[config.mk]
export PLATFORM = sky130hd
export DESIGN_NAME = mips_trace_buffer
export DESIGN_NICKNAME = d
export VERILOG_FILES = /design/src/rtl/mips_dbg_pkg.sv /design/src/rtl/mips_trace_buffer_ram.sv /design/src/rtl/mips_trace_buffer.sv
export SDC_FILE = /design/constraint.sdc
export NUM_CORES = 1
export LEC_CHECK = 0
export BUFFER_PORTS_ARGS = -buffer_cell sky130_fd_sc_hd__buf_2
export CORE_MARGIN = 2
export CORE_UTILIZATION = 55
export CTS_BUF_LIST = sky130_fd_sc_hd__clkbuf_4
export DETAILED_ROUTE_END_ITERATION = 6
export PLACE_DENSITY = 0.72
export SLEW_MARGIN = 20
export SYNTH_ARGS = -nofsm -noshare
export SYNTH_HDL_FRONTEND = slang
export SYNTH_SLANG_ARGS = --single-unit
[constraint.sdc]
create_clock -name clk -period 9.65 [get_ports clk]
set_input_delay 1.4475 -clock clk [delete_from_list [all_inputs] [get_ports clk]]
set_output_delay 1.4475 -clock clk [all_outputs]
set_load 0.005 [all_outputs]
[src/rtl/mips_dbg_pkg.sv]
// Shared types for the MIPS debug/trace path: FSM states, record flag bits and the default record layout.
package mips_dbg_pkg;

    typedef enum logic [1:0] {
        IDLE    = 2'd0,
        CAPTURE = 2'd1,
        DRAIN   = 2'd2
    } trace_state_t;

    localparam int FLAG_REG = 0;
    localparam int FLAG_MEM = 1;

    localparam int TR_ADDR_W = 32;
    localparam int TR_DATA_W = 32;
    localparam int TR_CYC_W  = 16;
    localparam int TR_REC_W  = TR_CYC_W + TR_ADDR_W + 2 + 5 + TR_DATA_W;

    // Record layout for the default core widths; the top re-declares it from its own parameters.
    typedef struct packed {
        logic [TR_CYC_W-1:0]  cycle;
        logic [TR_ADDR_W-1:0] pc;
        logic [1:0]           flags;
        logic [4:0]           reg_idx;
        logic [TR_DATA_W-1:0] data;
    } trace_rec_t;

endpackage

[src/rtl/mips_trace_buffer_ram.sv]
// Trace storage: DEPTH x WIDTH, one synchronous write port, one asynchronous read port, no reset.
module trace_ram #(
    parameter int DEPTH = 16,
    parameter int WIDTH = 8,
    localparam int AW   = $clog2(DEPTH)
) (
    input  logic             clk,
    input  logic             we,
    input  logic [AW-1:0]    waddr,
    input  logic [WIDTH-1:0] wdata,
    input  logic [AW-1:0]    raddr,
    output logic [WIDTH-1:0] rdata
);

    logic [WIDTH-1:0] mem [DEPTH];

    always_ff @(posedge clk) begin
        if (we) begin
            mem[waddr] <= wdata;
        end
    end

    assign rdata = mem[raddr];

endmodule

[src/rtl/mips_trace_buffer.sv]
// Commit-side trace capture for the single-cycle MIPS core: timestamps and filters core commits into a
// circular buffer (oldest overwritten when full) and drains it oldest-first over a valid/ready port.
module mips_trace_buffer
    import mips_dbg_pkg::*;
#(
    parameter int ADDR_W      = 32,
    parameter int DATA_W      = 32,
    parameter int DEPTH       = 16,
    parameter int CYC_W       = 16,
    parameter int STOP_CYCLES = 100
) (
    input  logic                     clk,
    input  logic                     reset,
    input  logic                     start,
    input  logic                     stop,
    input  logic                     filt_mode,
    input  logic [ADDR_W-1:0]        pc,
    input  logic                     reg_write,
    input  logic [4:0]               wr_reg,
    input  logic [DATA_W-1:0]        wr_data,
    input  logic                     mem_write,
    output logic                     busy,
    output logic                     overflow,
    output logic [$clog2(DEPTH):0]   count,
    output logic                     rd_valid,
    input  logic                     rd_ready,
    output logic [CYC_W-1:0]         rd_cycle,
    output logic [ADDR_W-1:0]        rd_pc,
    output logic [1:0]               rd_flags,
    output logic [4:0]               rd_reg,
    output logic [DATA_W-1:0]        rd_data,
    output logic                     done
);

    localparam int PW    = $clog2(DEPTH);
    localparam int CW    = PW + 1;
    localparam int REC_W = CYC_W + ADDR_W + 2 + 5 + DATA_W;

    typedef struct packed {
        logic [CYC_W-1:0]  cycle;
        logic [ADDR_W-1:0] pc;
        logic [1:0]        flags;
        logic [4:0]        reg_idx;
        logic [DATA_W-1:0] data;
    } rec_t;

    trace_state_t      state, state_nxt;
    logic [PW-1:0]     wr_ptr, rd_ptr;
    logic [CYC_W-1:0]  ts;
    logic              qualify, auto_stop, full, xfer;
    rec_t              wr_rec, rd_rec;

    assign qualify   = (state == CAPTURE) && (!filt_mode || reg_write || mem_write);
    assign auto_stop = (STOP_CYCLES != 0) && (ts == CYC_W'(STOP_CYCLES - 1));
    assign full      = (count == CW'(DEPTH));
    assign rd_valid  = (state == DRAIN) && (count != '0);
    assign xfer      = rd_valid && rd_ready;
    assign busy      = (state != IDLE);

    always_comb begin
        wr_rec                 = '0;
        wr_rec.cycle           = ts;
        wr_rec.pc              = pc;
        wr_rec.flags[FLAG_REG] = reg_write;
        wr_rec.flags[FLAG_MEM] = mem_write;
        wr_rec.reg_idx         = wr_reg;
        wr_rec.data            = wr_data;
    end

    always_comb begin
        state_nxt = state;
        case (state)
            IDLE:    if (start) state_nxt = CAPTURE;
            CAPTURE: if (stop || auto_stop) state_nxt = DRAIN;
            DRAIN:   if (count == '0 || (xfer && count == CW'(1))) state_nxt = IDLE;
            default: state_nxt = IDLE;
        endcase
    end

    always_ff @(posedge clk) begin
        if (!reset) begin
            state    <= IDLE;
            wr_ptr   <= '0;
            rd_ptr   <= '0;
            count    <= '0;
            overflow <= 1'b0;
            ts       <= '0;
            done     <= 1'b0;
        end else begin
            state <= state_nxt;
            done  <= (state == DRAIN) && (state_nxt == IDLE);
            if (state == IDLE && start) begin
                wr_ptr   <= '0;
                rd_ptr   <= '0;
                count    <= '0;
                overflow <= 1'b0;
                ts       <= '0;
            end else if (state == CAPTURE) begin
                ts <= ts + 1'b1;
                if (qualify) begin
                    wr_ptr <= wr_ptr + 1'b1;
                    // Full: drop the oldest entry so the buffer keeps the most recent DEPTH records.
                    if (full) begin
                        rd_ptr   <= rd_ptr + 1'b1;
                        overflow <= 1'b1;
                    end else begin
                        count <= count + 1'b1;
                    end
                end
            end else if (xfer) begin
                rd_ptr <= rd_ptr + 1'b1;
                count  <= count - 1'b1;
            end
        end
    end

    trace_ram #(
        .DEPTH (DEPTH),
        .WIDTH (REC_W)
    ) u_ram (
        .clk   (clk),
        .we    (qualify),
        .waddr (wr_ptr),
        .wdata (wr_rec),
        .raddr (rd_ptr),
        .rdata (rd_rec)
    );

    assign rd_cycle = rd_rec.cycle;
    assign rd_pc    = rd_rec.pc;
    assign rd_flags = rd_rec.flags;
    assign rd_reg   = rd_rec.reg_idx;
    assign rd_data  = rd_rec.data;

endmodule

==> results of run 1 <==
-- routing by layer --
layer / global-route usage (%) / up-vias
li1: - / 10550
met1: 32.14 / 13510
met2: 37.68 / 1189
met3: 6.209 / 172
met4: 7.471 / 8
met5: 0 / -
-- tightest hold or removal path: cells and delay by family (launching register included) --
kind | cells | cell delay, ps
flops | 1 | 330
compound gates | 1 | 40
simple gates | 1 | 70
-- cell usage after synthesis (all sizes together), types with 4 or more instances --
library cell / count
nor2: 23
nand4: 7
xor2: 8
nor3: 6
dfxtp: 37
mux4: 435
or4: 9
clkbuf: 50
o21a: 5
xnor2: 5
buf: 57
and4: 4
inv: 7
and2: 15
ha: 10
o31ai: 8
nand3: 9
edfxtp: 1392
a21oi: 18
nand2: 10
-- per-stage QoR --
stage / hold slack [ps] / worst slack [ps] / power, uW
final: 480.4 / 3403 / 11750
after global routing: 504.3 / 2956 / 12230
after CTS: 475.0 / 3142 / 11880
after detailed placement: 460.7 / 4467 / 7211
after global placement: 449.1 / 4506 / 7198
after floorplan: 452.9 / 5115 / 7076
-- logic make-up after synthesis --
family	count (synthesis)	share of synthesized area (%)
xor gates and xnor gates	13	0.2104
DFF	1429	78.60
and+or+nand+nor	109	1.181
muxes	436	18.12
adders and majority gates	10	0.2312
buffers and inverters	114	1.163
AOI/OAI and AO/OA	42	0.4948
-- state kept, by name (all words and copies together) (netlist names), named ones only --
register   count
count          5
done           1
overflow       1
rd_ptr         4
state          2
ts            16
u_ram.mem   1392
wr_ptr         4
-- power by group through the flow --
| stage | sequential, uW | clock, uW | combinational (uW) |
|---|---|---|---|
| after floorplan | 6960 | 0 | 113 |
| after global placement | 6960 | 0 | 237 |
| after detailed placement | 6960 | 0 | 247 |
| after CTS | 6830 | 4810 | 247 |
| after global routing | 6830 | 5130 | 266 |
| final | 6830 | 4680 | 245 |
-- cell type report --
cell class	count	area (um^2)	area share (%)
Sequential cell	1429	42560	70.30
Tap cell	1287	1610	2.660
Clock buffer	512	3844	6.350
Inverter	7	26.28	0.04341
Antenna cell	10	25.02	0.04134
Timing Repair Buffer	207	1161	1.918
Clock inverter	72	315.3	0.5209
Multi-Input combinational cell	610	11000	18.16
-- final timing paths --
| path | to | from | cells after the start |
|---|---|---|---|
| hold / removal | overflow$_SDFFE_PP0P_ | overflow$_SDFFE_PP0P_ | 2 |
| setup / recovery | rd_pc[19] | flip-flop | 5 |
| hold reg to reg | overflow$_SDFFE_PP0P_ | overflow$_SDFFE_PP0P_ | 2 |
| setup reg to reg | u_ram.mem[11][23]$_DFFE_PP_ | state[0]$_SDFF_PN0_ | 5 |
==> results_dict.tcl, run 1 <==
set metrics [dict create \
    status "complete, no violations" \
    portBuffers 172 \
    grt_pass1_vias 26870 \
    cp.required_ps 8200 \
    synthCells 2153 \
    antenna_found_initial 19 \
    slew_violations 0 \
    yosysWarningCount 0 \
    arrival_ps 4800 \
    fin_util_pct 61.78 \
    power_density_mw_per_mm2 194.2 \
    rsz0062_at_grt "false" \
    dr_wl_met3_um 9484 \
    synth_top_cell_by_area "edfxtp_1" \
    cts_resized 0 \
    crit_chain "buf_4 -> buf_4 -> mux4_2 -> mux4_2 -> buf_2" \
    insertion_delay_ps 1190 \
    synth_area_per_cell_um2 25.14 \
    clkPwrFrac_pct 39.8 \
    cts-htree-levels 5 \
    wire_per_inst_um 28.12 \
    dr_wl_met2_um 58270 \
    cp_slowest_cell "buf_4" \
    fin_crit_sh_pct 64.73 \
    drt-met1-wl_um 46380 \
    synth_seq_cells 1429 \
    critPathLaunchType "flip-flop" \
    drc 0 \
    dp_cells 3540 \
    final_nets 2708 \
    die_w_um 317.7 \
    peakVddDrop_v 0.00008391 \
    crit_type "flip-flop to output port" \
    gp_congestion 0.7522 \
    grt_overflow 0 \
    cp_num_buf_inv 3 \
    critPathMaxStageDelay_ps 810 \
    timing.final.crit_period_ps 6247 \
    fin_cells 4134 \
    numClockSinks 1429 \
    setup_violations 0 \
    cap_violations 0 \
    synth.top_cell.area_share_pct 77.23 \
    hp-class "flip-flop to flip-flop" \
    crit_path_end_kind "output port" \
    first_pass_iters 5 \
    dieArea_mm2 0.1009 \
    power_frac_seq_pct 58.1 \
    grt_max_degree 106 \
    grt_use_total_pct 23.52 \
    cp_max_fo 46 \
    drtIter0Drc 2718 \
    syn_area_mm2 0.05412 \
    drt_wl_total_um 116300 \
    setup_tns_ps 0 \
    share_comb_of_total_power_pct 2.1 \
    final_cell_mix "1392 x edfxtp_1, 512 x clkbuf_4, 435 x mux4_2" \
    ant_nets 0 \
    reg2reg_setup_slack_ps 5690 \
    start_util_pct 55.23 \
    ys_types 50 \
    die_y_um 317.7 \
    p_leak_uw 0.01872 \
    syn_nets 2240 \
    swShare_pct 20.61 \
    synthTopCellsByArea "edfxtp_1 77%, mux4_2 18%, dfxtp_1 1.4%, clkbuf_1 0.35%, buf_4 0.33%" \
    cts_tree "built" \
    clk_pin_slew_ps 60 \
    nFillCells 6594 \
    grt_pass1_wl_um 171800 \
    hold_viol 0 \
    synth-edff-count 1392 \
    io_pins 173 \
    fp.coreArea_mm2 0.09799 \
    holdBufCountCts 0 \
    layout-drive-gt1-share_pct 42.51 \
    p_int_uw 9331 \
    placementRows 115 \
    vias 25430 \
    worstMarginPinSlew_ps 1121 \
    cts_buffers 366 \
    postLayoutCellArea_mm2 0.06053 \
    power.net_switching_uw 2423 \
    async_flop_share_pct 0 \
    syn2layout_area_growth_pct 11.84 \
    ys_seq_area_share_pct 78.60 \
    clock_skew_ps 100.6 \
    cts_setup_buffers 0 \
    routed.top_layer "met5" \
    final_common_cell "edfxtp_1" \
    cp_top_family "buffers and inverters" \
    clockRootBuffer "clkbuf_4" \
    hpwl_um 56930 \
    avgViaCountPerCell 6.151 \
    slew_headroom_pct 25.24 \
    fmax_mhz 160.1 \
    placed_area_mm2 0.05635 \
    clockBufferDepth 4 \
    ys.flop_type "edfxtp_1" \
]
(Power assumes the default switching activity.)
==> inputs of run 2 (changes only) <==
--- a/config.mk
+++ b/config.mk
@@ -10,7 +10,7 @@
 export CORE_UTILIZATION = 55
 export CTS_BUF_LIST = sky130_fd_sc_hd__clkbuf_4
 export DETAILED_ROUTE_END_ITERATION = 6
-export PLACE_DENSITY = 0.72
+export PLACE_DENSITY = 0.75
 export SLEW_MARGIN = 20
 export SYNTH_ARGS = -nofsm -noshare
 export SYNTH_HDL_FRONTEND = slang
==> constraint.sdc (replaced) <==
create_clock -name clk -period 5.2 [get_ports clk]
set_input_delay 0.78 -clock clk [delete_from_list [all_inputs] [get_ports clk]]
set_output_delay 0.78 -clock clk [all_outputs]
set_load 0.005 [all_outputs]
==> results_dict.tcl, run 2 (synthesis gave the netlist of run 1 again) <==
set metrics [dict create \
    clk_pin_slew_ps 60 \
    slew_headroom_pct 32.72 \
    timing.final.crit_period_ps 4581 \
    largest_reg_flops 1392 \
    status "complete, no violations" \
    drc 0 \
    hp-class "input port to flip-flop" \
    cp.required_ps 4420 \
    syn2layout_area_growth_pct 14.39 \
    final_cell_mix "1392 x edfxtp_1, 501 x clkbuf_4, 435 x mux4_2" \
    hold_viol 0 \
    insertion_delay_ps 1130 \
    top_register "u_ram.mem" \
    hold_path_depth 5 \
    final_nets 2802 \
    cts_setup_buffers 0 \
    first_pass_iters 5 \
    fmax_mhz 218.3 \
    min_from "filt_mode" \
    cp_max_fo 68 \
    setup_violations 0 \
    crit_path_end_kind "output port" \
    reg2reg_setup_slack_ps 1930 \
    numClockSinks 1429 \
    grt_pass1_wl_um 176100 \
    drt_wl_total_um 117900 \
    portBuffers 172 \
    fin_ws_ps 619.2 \
    start_util_pct 55.23 \
    power_density_mw_per_mm2 355.0 \
    nFillCells 6383 \
    placementRows 115 \
    peakVddDrop_v 0.0001927 \
    grt_overflow 0 \
    ant_nets 0 \
    clockRootBuffer "clkbuf_4" \
    p_leak_uw 0.01928 \
    multi_input_area_mm2 0.01100 \
    wire_per_inst_um 27.76 \
    hpwl_um 59880 \
    top_regs "u_ram.mem: 1392 flops, ts: 16 flops, count: 5 flops" \
    clock_skew_ps 82.46 \
    critPathMaxStageDelay_ps 800 \
    cp_slowest_cell "dfxtp_4" \
    fin_crit_sh_pct 88.09 \
    cap_violations 0 \
    critPathLaunchType "flip-flop" \
    r2r_start "state[0]$_SDFF_PN0_" \
    place_ws_ps 1687 \
    worstMarginPinSlew_ps 1009 \
    die_y_um 317.7 \
    rr_endpoint "u_ram.mem[9][2]$_DFFE_PP_" \
    crit_type "flip-flop to output port" \
    drtIter0Drc 3108 \
    slew_violations 0 \
    clockBufferDepth 4 \
    setup_tns_ps 0 \
    grt_pass1_vias 27780 \
    grt_use_total_pct 23.84 \
    fp.coreArea_mm2 0.09799 \
    crit_path_frequent_cell "mux4_2" \
    cts_tree "built" \
    dieArea_mm2 0.1009 \
    min_to "count[0]$_SDFFE_PP0P_" \
    cts-htree-levels 5 \
    gp_congestion 0.7502 \
    cts_buffers 359 \
    arrival_ps 3800 \
    vias 26220 \
    r2r_cells 4 \
    io_pins 173 \
    rsz0062_at_grt "false" \
    antenna_found_initial 5 \
    final_common_cell "edfxtp_1" \
    seqCellArea_mm2 0.04256 \
    grt_max_degree 88 \
    crit_chain "buf_12 -> mux4_2 -> mux4_2 -> buf_2" \
    avgViaCountPerCell 6.176 \
    die_w_um 317.7 \
    layout-drive-gt1-share_pct 41.20 \
    cts_resized 0 \
]
[run 2: changes by cell type in the layout (fill, tap and decap cells not counted)]
cell	delta
clkbuf_4	-11
dlygate4sd3_1	+76
diode_2	-7
clkinv_2	-4
inv_6	-1
buf_4	-3
clkinvlp_4	-1
clkinv_1	+31
bufinv_16	+3
clkinv_4	+1
buf_12	+28
[run 2: final cells by class]
class                      instances  share of cell area, %
inverter                           7                0.04244
multi-input combinational        610                  17.76
clock inverter                   101                 0.7983
sequential                      1429                  68.74
antenna                            3                0.01213
timing repair buffer             308                  3.973
tap                             1287                  2.601
clock buffer                     501                  6.075
[run 2: per-stage QoR]
step           total power (uW)  util (%)  instance area (um^2)  instances  hold WS [ps]
2_1_floorplan             13130         -                 54120       2153         452.9
3_3_place_gp              13360     58.05                 56880       3565         464.9
3_5_place_dp              13390     58.05                 56880       3565         476.6
4_1_cts                   22200     63.17                 61900       4243         115.7
5_1_grt                   22840     63.18                 61910       4245         233.7
6_report                  21980     63.18                 61910       4246         275.3
[run 2: worst max path at each step]
stage	slack [ps]	end
final	620	rd_cycle[15]
after global routing	360	rd_cycle[15]
after CTS	390	rd_data[20]
after detailed placement	1690	u_ram.mem[9][10]$_DFFE_PP_
after global placement	1730	rd_data[20]
after floorplan	1330	u_ram.mem[10][0]$_DFFE_PP_
[run 2: power by group]
part	leakage [uW]	switching [uW]	internal (uW)
Combinational	0.00395	296	218
Sequential	0.0128	25.6	12600
Clock	0.00254	4210	4580
[run 2: repair_timing]
item                                     CTS  global route
hold buffers                              76             0
endpoints found under the setup margin     0             0
endpoints found under the hold margin   1140             0
[run 2: per-layer routing]
metal / wire [um] / global-route usage [%]
met5: 23 / 0
met4: 1656 / 6.550
met2: 59670 / 38.50
met1: 46680 / 33.46
met3: 9844 / 5.273
[run 2: critical path: cells and delay by family (launching register included)]
kind,cells,cell delay [ps]
buf+inv,2,680
flops,1,800
mux,2,1070
